### src/rtl/amp3_pkg.sv
// -----------------------------------------------------------------------------
// amp3_pkg
// Types and constants shared by the AMP3 sample feeder and its FIFO.
//   feeder_state_e   : playback FSM states (IDLE, PRIME, RUN)
//   DEFAULT_DATASIZE : default sample width per channel
//   level_width()    : width of a fill counter that can hold 0..depth
// -----------------------------------------------------------------------------
package amp3_pkg;

    localparam int DEFAULT_DATASIZE = 12;

    typedef enum logic [1:0] {
        IDLE  = 2'd0,
        PRIME = 2'd1,
        RUN   = 2'd2
    } feeder_state_e;

    // A counter holding 0..depth (inclusive) needs one bit more than a pointer.
    function automatic int level_width(input int depth);
        return $clog2(depth) + 1;
    endfunction

endpackage

### src/rtl/amp3_sample_fifo.sv
// -----------------------------------------------------------------------------
// amp3_sample_fifo
// Synchronous first-word-fall-through FIFO holding stereo frames.
// Ports:
//   clk, rst      : clock, synchronous active-high reset
//   push, wdata   : write request and frame; ignored while full
//   pop           : read request; ignored while empty
//   rdata         : head of the FIFO (valid whenever empty = 0)
//   level         : number of stored frames, 0..DEPTH
//   full, empty   : derived from level
// -----------------------------------------------------------------------------
module amp3_sample_fifo
    import amp3_pkg::*;
#(
    parameter int WIDTH = 2 * DEFAULT_DATASIZE,
    parameter int DEPTH = 8
) (
    input  logic                          clk,
    input  logic                          rst,
    input  logic                          push,
    input  logic                          pop,
    input  logic [WIDTH-1:0]              wdata,
    output logic [WIDTH-1:0]              rdata,
    output logic [level_width(DEPTH)-1:0] level,
    output logic                          full,
    output logic                          empty
);

    localparam int PTR_W = $clog2(DEPTH);
    localparam int LVL_W = level_width(DEPTH);

    logic [WIDTH-1:0] mem_q [DEPTH];
    logic [PTR_W-1:0] wr_ptr_q, wr_ptr_d;
    logic [PTR_W-1:0] rd_ptr_q, rd_ptr_d;
    logic [LVL_W-1:0] level_q, level_d;
    logic             do_push, do_pop;

    assign full    = (level_q == LVL_W'(DEPTH));
    assign empty   = (level_q == '0);
    assign do_push = push && !full;
    assign do_pop  = pop && !empty;
    assign level   = level_q;
    assign rdata   = mem_q[rd_ptr_q];

    // NOTE: every signal written here gets a default first, so no path leaves it unassigned (no latch).
    always_comb begin
        wr_ptr_d = wr_ptr_q;
        rd_ptr_d = rd_ptr_q;
        level_d  = level_q;
        // Pointers wrap modulo DEPTH naturally since DEPTH is a power of two.
        if (do_push) wr_ptr_d = wr_ptr_q + PTR_W'(1);
        if (do_pop)  rd_ptr_d = rd_ptr_q + PTR_W'(1);
        case ({do_push, do_pop})
            2'b10:   level_d = level_q + LVL_W'(1);
            2'b01:   level_d = level_q - LVL_W'(1);
            default: level_d = level_q;
        endcase
    end

    // NOTE: state registers use non-blocking assignments so all flops update together at the edge.
    always_ff @(posedge clk) begin
        if (rst) begin
            wr_ptr_q <= '0;
            rd_ptr_q <= '0;
            level_q  <= '0;
        end else begin
            wr_ptr_q <= wr_ptr_d;
            rd_ptr_q <= rd_ptr_d;
            level_q  <= level_d;
        end
    end

    // NOTE: storage is not reset; a location is only read after it has been written.
    always_ff @(posedge clk) begin
        if (do_push) mem_q[wr_ptr_q] <= wdata;
    end

endmodule

### src/rtl/amp3_sample_feeder.sv
// -----------------------------------------------------------------------------
// amp3_sample_feeder
// Upstream stage of the AMP3 I2S transmitter: buffers stereo frames, primes
// the FIFO before playback, advances one frame per transmitter frame (rising
// edge of RightNLeft) and mutes with a sticky underrun flag when starved.
// Optional macro AMP3_FEEDER_VOLUME_EN adds a 3-bit vol port that
// arithmetic-right-shifts popped samples.
// Ports:
//   clk, rst                  : clock, synchronous active-high reset
//   s_valid/s_ready           : upstream frame handshake
//   s_dataL, s_dataR          : upstream left/right samples
//   play                      : playback request
//   RightNLeft                : transmitter channel flag (BCLK domain)
//   dataL, dataR              : words presented to the transmitter
//   enable                    : transmitter enable (high in RUN)
//   level                     : FIFO fill in frames
//   underrun                  : sticky starvation flag
//   vol (optional)            : attenuation shift, sampled at each pop
// -----------------------------------------------------------------------------
module amp3_sample_feeder
    import amp3_pkg::*;
#(
    parameter int DATASIZE    = DEFAULT_DATASIZE,
    parameter int DEPTH       = 8,
    parameter int PRIME_LEVEL = 4
) (
    input  logic                          clk,
    input  logic                          rst,
    input  logic                          s_valid,
    output logic                          s_ready,
    input  logic [DATASIZE-1:0]           s_dataL,
    input  logic [DATASIZE-1:0]           s_dataR,
    input  logic                          play,
    input  logic                          RightNLeft,
    output logic [DATASIZE-1:0]           dataL,
    output logic [DATASIZE-1:0]           dataR,
    output logic                          enable,
    output logic [level_width(DEPTH)-1:0] level,
    output logic                          underrun
`ifdef AMP3_FEEDER_VOLUME_EN
    ,
    input  logic [2:0]                    vol
`endif
);

    localparam int LVL_W = level_width(DEPTH);

    feeder_state_e           state_q, state_d;
    logic [2:0]              sync_q, sync_d;
    logic                    frame_tick_q, frame_tick_d;
    logic [DATASIZE-1:0]     data_l_q, data_l_d;
    logic [DATASIZE-1:0]     data_r_q, data_r_d;
    logic                    underrun_q, underrun_d;
    logic                    pop;
    logic                    fifo_full, fifo_empty;
    logic [2*DATASIZE-1:0]   fifo_rdata;
    logic [DATASIZE-1:0]     head_l, head_r, load_l, load_r;

    amp3_sample_fifo #(
        .WIDTH (2 * DATASIZE),
        .DEPTH (DEPTH)
    ) u_fifo (
        .clk   (clk),
        .rst   (rst),
        .push  (s_valid),
        .pop   (pop),
        .wdata ({s_dataL, s_dataR}),
        .rdata (fifo_rdata),
        .level (level),
        .full  (fifo_full),
        .empty (fifo_empty)
    );

    assign head_l = fifo_rdata[2*DATASIZE-1:DATASIZE];
    assign head_r = fifo_rdata[DATASIZE-1:0];

`ifdef AMP3_FEEDER_VOLUME_EN
    assign load_l = $unsigned($signed(head_l) >>> vol);
    assign load_r = $unsigned($signed(head_r) >>> vol);
`else
    assign load_l = head_l;
    assign load_r = head_r;
`endif

    assign s_ready  = !fifo_full;
    assign enable   = (state_q == RUN);
    assign dataL    = data_l_q;
    assign dataR    = data_r_q;
    assign underrun = underrun_q;

    always_comb begin
        // Two synchronizer stages, a third stage for edge detect, then a
        // registered pulse: the pop lands 4 clk after the RightNLeft rise.
        sync_d       = {sync_q[1:0], RightNLeft};
        frame_tick_d = sync_q[1] && !sync_q[2];

        state_d    = state_q;
        data_l_d   = data_l_q;
        data_r_d   = data_r_q;
        underrun_d = underrun_q;
        pop        = 1'b0;

        case (state_q)
            IDLE: begin
                if (play) begin
                    state_d    = PRIME;
                    underrun_d = 1'b0;
                end
            end
            PRIME: begin
                if (!play) begin
                    state_d = IDLE;
                end else if (level >= LVL_W'(PRIME_LEVEL)) begin
                    // Load the first frame on entry so the very first
                    // transmitted frame is already valid.
                    state_d  = RUN;
                    pop      = 1'b1;
                    data_l_d = load_l;
                    data_r_d = load_r;
                end
            end
            RUN: begin
                if (!play) begin
                    state_d = IDLE;
                end else if (frame_tick_q) begin
                    if (!fifo_empty) begin
                        pop      = 1'b1;
                        data_l_d = load_l;
                        data_r_d = load_r;
                    end else begin
                        data_l_d   = '0;
                        data_r_d   = '0;
                        underrun_d = 1'b1;
                    end
                end
            end
            default: state_d = IDLE;
        endcase
    end

    always_ff @(posedge clk) begin
        if (rst) begin
            state_q      <= IDLE;
            sync_q       <= '0;
            frame_tick_q <= 1'b0;
            data_l_q     <= '0;
            data_r_q     <= '0;
            underrun_q   <= 1'b0;
        end else begin
            state_q      <= state_d;
            sync_q       <= sync_d;
            frame_tick_q <= frame_tick_d;
            data_l_q     <= data_l_d;
            data_r_q     <= data_r_d;
            underrun_q   <= underrun_d;
        end
    end

endmodule

### config.mk
export PLATFORM = sky130hd
export DESIGN_NAME = amp3_sample_feeder
export DESIGN_NICKNAME = d
export VERILOG_FILES = /design/src/rtl/amp3_pkg.sv /design/src/rtl/amp3_sample_fifo.sv /design/src/rtl/amp3_sample_feeder.sv
export SDC_FILE = /design/constraint.sdc
export NUM_CORES = 1
export LEC_CHECK = 0
export BUFFER_PORTS_ARGS = -buffer_cell sky130_fd_sc_hd__buf_4
export CAP_MARGIN = 20
export CELL_PAD_IN_SITES_DETAIL_PLACEMENT = 2
export CELL_PAD_IN_SITES_GLOBAL_PLACEMENT = 2
export CORE_MARGIN = 2
export CORE_UTILIZATION = 31
export CTS_CLUSTER_SIZE = 40
export DETAILED_ROUTE_END_ITERATION = 7
export GPL_TIMING_DRIVEN = 0
export PLACE_DENSITY_LB_ADDON = 0.1
export SLEW_MARGIN = 10
export SYNTH_ARGS = -nofsm -noshare
export SYNTH_HDL_FRONTEND = slang
export SYNTH_SLANG_ARGS = --single-unit
export TNS_END_PERCENT = 30
### constraint.sdc
create_clock -name clk -period 6.2 [get_ports clk]
set_input_delay 0.93 -clock clk [delete_from_list [all_inputs] [get_ports clk]]
set_output_delay 0.93 -clock clk [all_outputs]
set_load 0.005 [all_outputs]
**Yosys cells after proc, flatten, opt, wreduce, memory -nomap -nowiden**

Memory sizes are Yosys's and may differ from the RTL's. A register that Yosys moved wholly into a read port is not among the register bits.
Index checks and enable logic that the tools add are counted.

- Bits in registers: 41
- Memory bits (writable): 192
- Input bits: 29
- Output and inout bits: 31
- Word-level logic and storage cells: 75
- Memories: 1

- $add $sub $neg: 4
- $lt $le $gt $ge: 1
- Equality and inequality tests: 13
- Mux-type cells: 33
- Reductions and logical operators: 14

Memory list:

| name | depth | bits a word | rd ports | clocked after Yosys merged registers in | wr ports | RTL line | text |
|---|---|---|---|---|---|---|---|
| u_fifo.mem_q | 8 | 24 | 1 | 1 | 1 | amp3_sample_fifo.sv:32 | `logic [WIDTH-1:0] mem_q [DEPTH];` |

Operator list:

| kind | count |
|---|---|
| $mux W12 | 10 |
| $pmux W12 S2 | 2 |
| $mux W1 | 11 |
| $ne A2 B2 Y1 const B | 5 |
| $reduce_and A5 Y1 | 2 |
| $mux W2 | 4 |
| $pmux W4 S2 | 1 |
| $add A3 B1 Y3 const B | 2 |
| $mux W3 | 2 |
| $pmux W2 S3 | 1 |
| $reduce_bool A2 Y1 | 3 |
| $add A4 B1 Y4 const B | 1 |
| $eq A2 B1 Y1 const B | 2 |
| $eq A2 B2 Y1 const B | 2 |
| $eq A4 B4 Y1 const B | 1 |
| $ge A4 B3 Y1 const B | 1 |
| $logic_not A4 Y1 | 1 |
| $ne A2 B1 Y1 const B | 2 |
| $pmux W1 S2 | 2 |
| $sub A4 B1 Y4 const B | 1 |
| $logic_and A1 B1 Y1 | 3 |
| $logic_not A1 Y1 | 3 |
| $ne A3 B3 Y1 const B | 1 |
| $reduce_and A3 Y1 | 1 |
| $logic_not A2 Y1 | 1 |

**Logic depth before layout (Yosys ltp)**

- Word-level depth: 8
- Gate-level depth with buffers: 12
- Gate-level depth less buffers: 12

**By module**

From an unflattened synthesis, not the netlist that was laid out.

- Cells, all modules: 495
- Area, all modules: 9328.9 µm²

By module, submodules not included:

| module | times used | cells an instance | area each (µm²) | seq. area each (µm²) |
|---|---|---|---|---|
| amp3_sample_fifo | 1 | 351 | 7902.6 | 6025.8 |
| amp3_sample_feeder | 1 | 144 | 1426.4 | 620.6 |

**Worst setup path after synthesis**

Ideal clock, no wire load.

- Path kind: flip-flop to flip-flop
- Start point: reg u_fifo.level_q[1], in the netlist u_fifo.level[1]
- End point: mem u_fifo.mem_q[0][0] (netlist name), enable pin
- Setup time: 0.466 ns
- Arrival time: 3.392 ns
- Required time: 5.734 ns
- Slack: 2.342 ns
- Stages on the path, launching flop included: 6
- Buffers on the path: 2
- Period minus slack after synthesis: 3.858 ns
- Cells stage by stage: dfxtp_1 clkbuf_1 or4b_1 clkbuf_1 nand2_2 nor4_1

- Cells in the longest elaborated chain, start to end: 5

RTL lines:

| item | RTL line | text |
|---|---|---|
| start, declared | amp3_sample_fifo.sv:35 | `logic [LVL_W-1:0] level_q, level_d;` |
| start signal, assigned | amp3_sample_fifo.sv:69 | `level_q <= level_d;` |
| $eq A4 B4 Y1 | amp3_sample_fifo.sv:38 | `assign full = (level_q == LVL_W'(DEPTH));` |
| $logic_not A1 Y1 | - |  |
| net s_ready | amp3_sample_feeder.sv:30 | `output logic s_ready,` |
| $logic_and A1 B1 Y1 | amp3_sample_fifo.sv:40 | `assign do_push = push && !full;` |
| $mux W1 | amp3_sample_fifo.sv:75 | `if (do_push) mem_q[wr_ptr_q] <= wdata;` |
| $mux W1 (not written as such) | amp3_sample_fifo.sv:75 |  |
| end, declared | amp3_sample_fifo.sv:32 |  |

The timed path passes the listed nets, and every way through them passes these cells.

**Final worst setup path**

- Start point: reg state_q[0]
- End point: reg u_fifo.level_q[2], in the netlist u_fifo.level[2]

- Cells in the longest elaborated chain, start to end: 5

RTL lines:

| item | RTL line | text |
|---|---|---|
| start, declared | amp3_sample_feeder.sv:48 | `feeder_state_e state_q, state_d;` |
| start signal, assigned | amp3_sample_feeder.sv:150 | `state_q <= state_d;` |
| $eq A2 B2 Y1 / $eq A2 B1 Y1 (equally long branches) | amp3_sample_feeder.sv:103 | `case (state_q)` |
| $pmux W1 S2 (*) | amp3_sample_feeder.sv:103 |  |
| $logic_and A1 B1 Y1 (*) | amp3_sample_fifo.sv:41 | `assign do_pop = pop && !empty;` |
| $eq A2 B1 Y1 / $eq A2 B2 Y1 (equally long branches) | amp3_sample_fifo.sv:53 | `case ({do_push, do_pop})` |
| $pmux W4 S2 / $reduce_bool A2 Y1 (equally long branches) | - |  |

Every way passes the cells marked *; elsewhere a longest branch is shown, timed or not.
A chain may end at the register's enable or synchronous reset.

==> results.md <==
- Final GP Congestion: 0.682
- Fin crit share: 46.3%
- Max FO, Critical Path: 6
- Synth Cell Area: 0.00894 sq mm
- Slew headroom: 37.8%
- RSZ-0062 raised after global routing: false
- Port Buffers: 59
- Commonest non-fill, non-tap cell in the layout: edfxtp_1
- Clock Tree Buf Depth: 3
- Num rows: 62
- CTS root buffer: clkbuf_16
- Worst Tran Pin Value: 934 ps
- DP HPWL: 14,200 um
- CORE AREA: 0.0285 sq mm
- # Post-CTS Setup Buffers: 0
- Fmax: 0.349 GHz
- Total GRT Usage: 14.4%
- # DRC: 0
- Setup CP Type: reg2reg
- Via count: 4,502
- Hold Buf Count CTS: 0
- Initial Util: 31.3%
- Num CTS Buffers: 27
- Die W: 174 um
- Reg clk slew, reported paths: 60 ps
- H-tree Lvls: 1
- Worst hold endpoint: frame_tick_q
- # IOs: 60
- CTS resizes: 0
- Crit path capture type: flop
- Worst VDD drop: 0.000186 V
- First-pass GRT wire length: 32,500 um
- Worst reg-to-reg setup slack: 3330 ps
- Post-route setup slack: 3330 ps
- Post-Synthesis Cells: 441
- Syn nets: 478
- Synthesis-to-layout area growth: 22.7%
- Setup TNS: 0 ps
- Status: completed
- Worst hold path class: reg2reg
- Critical path arrival: 3320 ps
- Reg2reg end: u_fifo.level[2]
- Pre-antenna DRT Iters: 4
- Routed via count divided by cell count: 4.72
- Final Total Pwr: 3.38 mW
- CP startpoint kind: flop
- # clock sinks: 236
- Worst hold slack: 402 ps
- CTS tree: done
- Syn. warnings: 0
- Drt first-iter violations: 180
- Detail Route Antenna Nets: 0
- Fin. Hold Viols: 0
- R2R depth: 12
- Slew Limit Fails: 0
- Seq cells post-synth: 236
- Die Span Y: 174 um
- Hold path depth: 1
- Pwr dens: 308 mW/mm^2
- Max-Cap Viols: 0
- Filler Cells Inserted: 2,813
- Synth cell types: 40
- Final setup violation count: 0
- GR Overflow Total: 0
- Post-layout minimum cycle time: 2870 ps
- Number of nets in the layout: 586
- Drt wl/cell: 22.2 um
- Number of global-route vias before repair: 5,207
- Die ar.: 0.0302 sq mm
- Reg-to-Reg Start: state_q[0]
- Syn avg cell area: 20.3 sq um
- Hold Path Origin: sync_q[2]
- Final wirelength: 21,100 um
- Seq/Total Area, Yosys: 74.4%
- Pre-CTS setup slack: 3260 ps
- Antenna violations before repair: 0
- Share of layout cells above drive strength 1: 35.4%
- Critical path required time: 6660 ps
- Leakage: 3.67 nW
- Largest net degree at the start of global routing: 19
- Worst Skew: 15.0 ps
- Diode count: 0
- Commonest non-fill, non-tap cells in the layout: edfxtp_1, buf_4, dfxtp_1
- Worst-Skew Late Latency: 520 ps
## flip-flops by register name, summed over array words and instances (netlist names), 2 cells and up, named ones only
signal	count
u_fifo.mem_q	192
dataL	12
dataR	12
u_fifo.level	4
sync_q	3
u_fifo.rd_ptr_q	3
u_fifo.wr_ptr_q	3
state_q	2
## worst max-delay path by stage
stage                          startpoint            endpoint  cells past startpoint
after floorplan           u_fifo.level[1]  u_fifo.mem_q[0][0]                      5
after global placement    u_fifo.level[1]  u_fifo.mem_q[0][8]                      5
after detailed placement  u_fifo.level[1]  u_fifo.mem_q[1][8]                      8
after CTS                 u_fifo.level[1]  u_fifo.mem_q[3][7]                      8
after global routing           state_q[0]     u_fifo.level[2]                     12
final                          state_q[0]     u_fifo.level[2]                     12
## synthesized netlist by cell type (all sizes together)
| master | number | area, sq um |
|---|---|---|
| nor3b | 1 | 7.51 |
| nand2 | 8 | 32.5 |
| or3 | 2 | 12.5 |
| a21oi | 8 | 40.0 |
| ha | 8 | 100 |
| o21ai | 3 | 15.0 |
| buf | 14 | 110 |
| or3b | 1 | 8.76 |
| mux2i | 1 | 10.0 |
| nand4 | 1 | 6.26 |
| xor2 | 5 | 43.8 |
| or4b | 1 | 10.0 |
| nor3 | 6 | 35.0 |
| nand3 | 4 | 20.0 |
| mux4 | 48 | 1110 |
| clkbuf | 8 | 30.0 |
| xnor2 | 1 | 8.76 |
| o22ai | 1 | 6.26 |
| nor2b | 7 | 43.8 |
| or2 | 1 | 6.26 |
| a32o | 1 | 10.0 |
| dfxtp | 44 | 881 |
| a41oi | 1 | 8.76 |
| o2111ai | 2 | 17.5 |
| a211oi | 1 | 7.51 |
| nor4 | 1 | 6.26 |
| inv | 4 | 15.0 |
| nand2b | 4 | 25.0 |
| mux2 | 25 | 282 |
| edfxtp | 192 | 5770 |
| a22o | 24 | 210 |
| o21a | 1 | 7.51 |
| nor2 | 12 | 45.0 |
## through the flow
stage	cell area [sq um]	utilization, %	std cells
6_report	11000	38.4	954
3_3_place_gp	9860	34.5	884
2_1_floorplan	8940	-	441
5_1_grt	11000	38.4	954
4_1_cts	11000	38.4	954
3_5_place_dp	10200	35.6	904
## routing by layer
layer	up-vias	track usage, %	part of all wire (%)	wire length (um)
met1	2387	17.2	42	8780
li1	2030	-	-	-
met4	0	3.19	1.1	234
met3	18	2.30	3.1	657
met2	67	27.1	54	11500
met5	-	0	0	0
## power breakdown
part           total [mW]  leakage [nW]  switching [mW]  internal (mW)
Sequential           1.77          2.10          0.0145           1.75
Combinational       0.151          1.17          0.0823         0.0690
Clock                1.46         0.397           0.609          0.856
## final cells by class
type                            count  area (sq um)  share of cell area [%]
Buffer                             22           140                    1.28
Clock inverter                      9          47.5                   0.433
Multi-Input combinational cell    179          2190                    19.9
Sequential cell                   236          6650                    60.6
Timing Repair Buffer               79           683                    6.23
Tap cell                          384           480                    4.38
Inverter                            4          15.0                   0.137
Clock buffer                       41           771                    7.03
## worst max-delay path, cell delays in order, from the launching register on
cell and delay (ps):
dfxtp_1 360, inv_1 80, ha_1 280, o21a_1 130, o2111ai_1 390, inv_1 200
ha_1 310, xor2_1 170, ha_1 200, a21oi_1 140, xor2_1 100, or3_1 310
a21oi_1 140
## logic make-up after synthesis
group,count (synthesis),synth area share (%)
AND/OR/NAND/NOR,49,2.90
XOR/XNOR,6,0.588
adder cells (fa/ha/maj),8,1.12
AO/OA/AOI/OAI,42,3.61
multiplexers,74,15.7
buffers and inverters,26,1.74
flip-flops,236,74.4
Power figures use the tool's default switching activity.
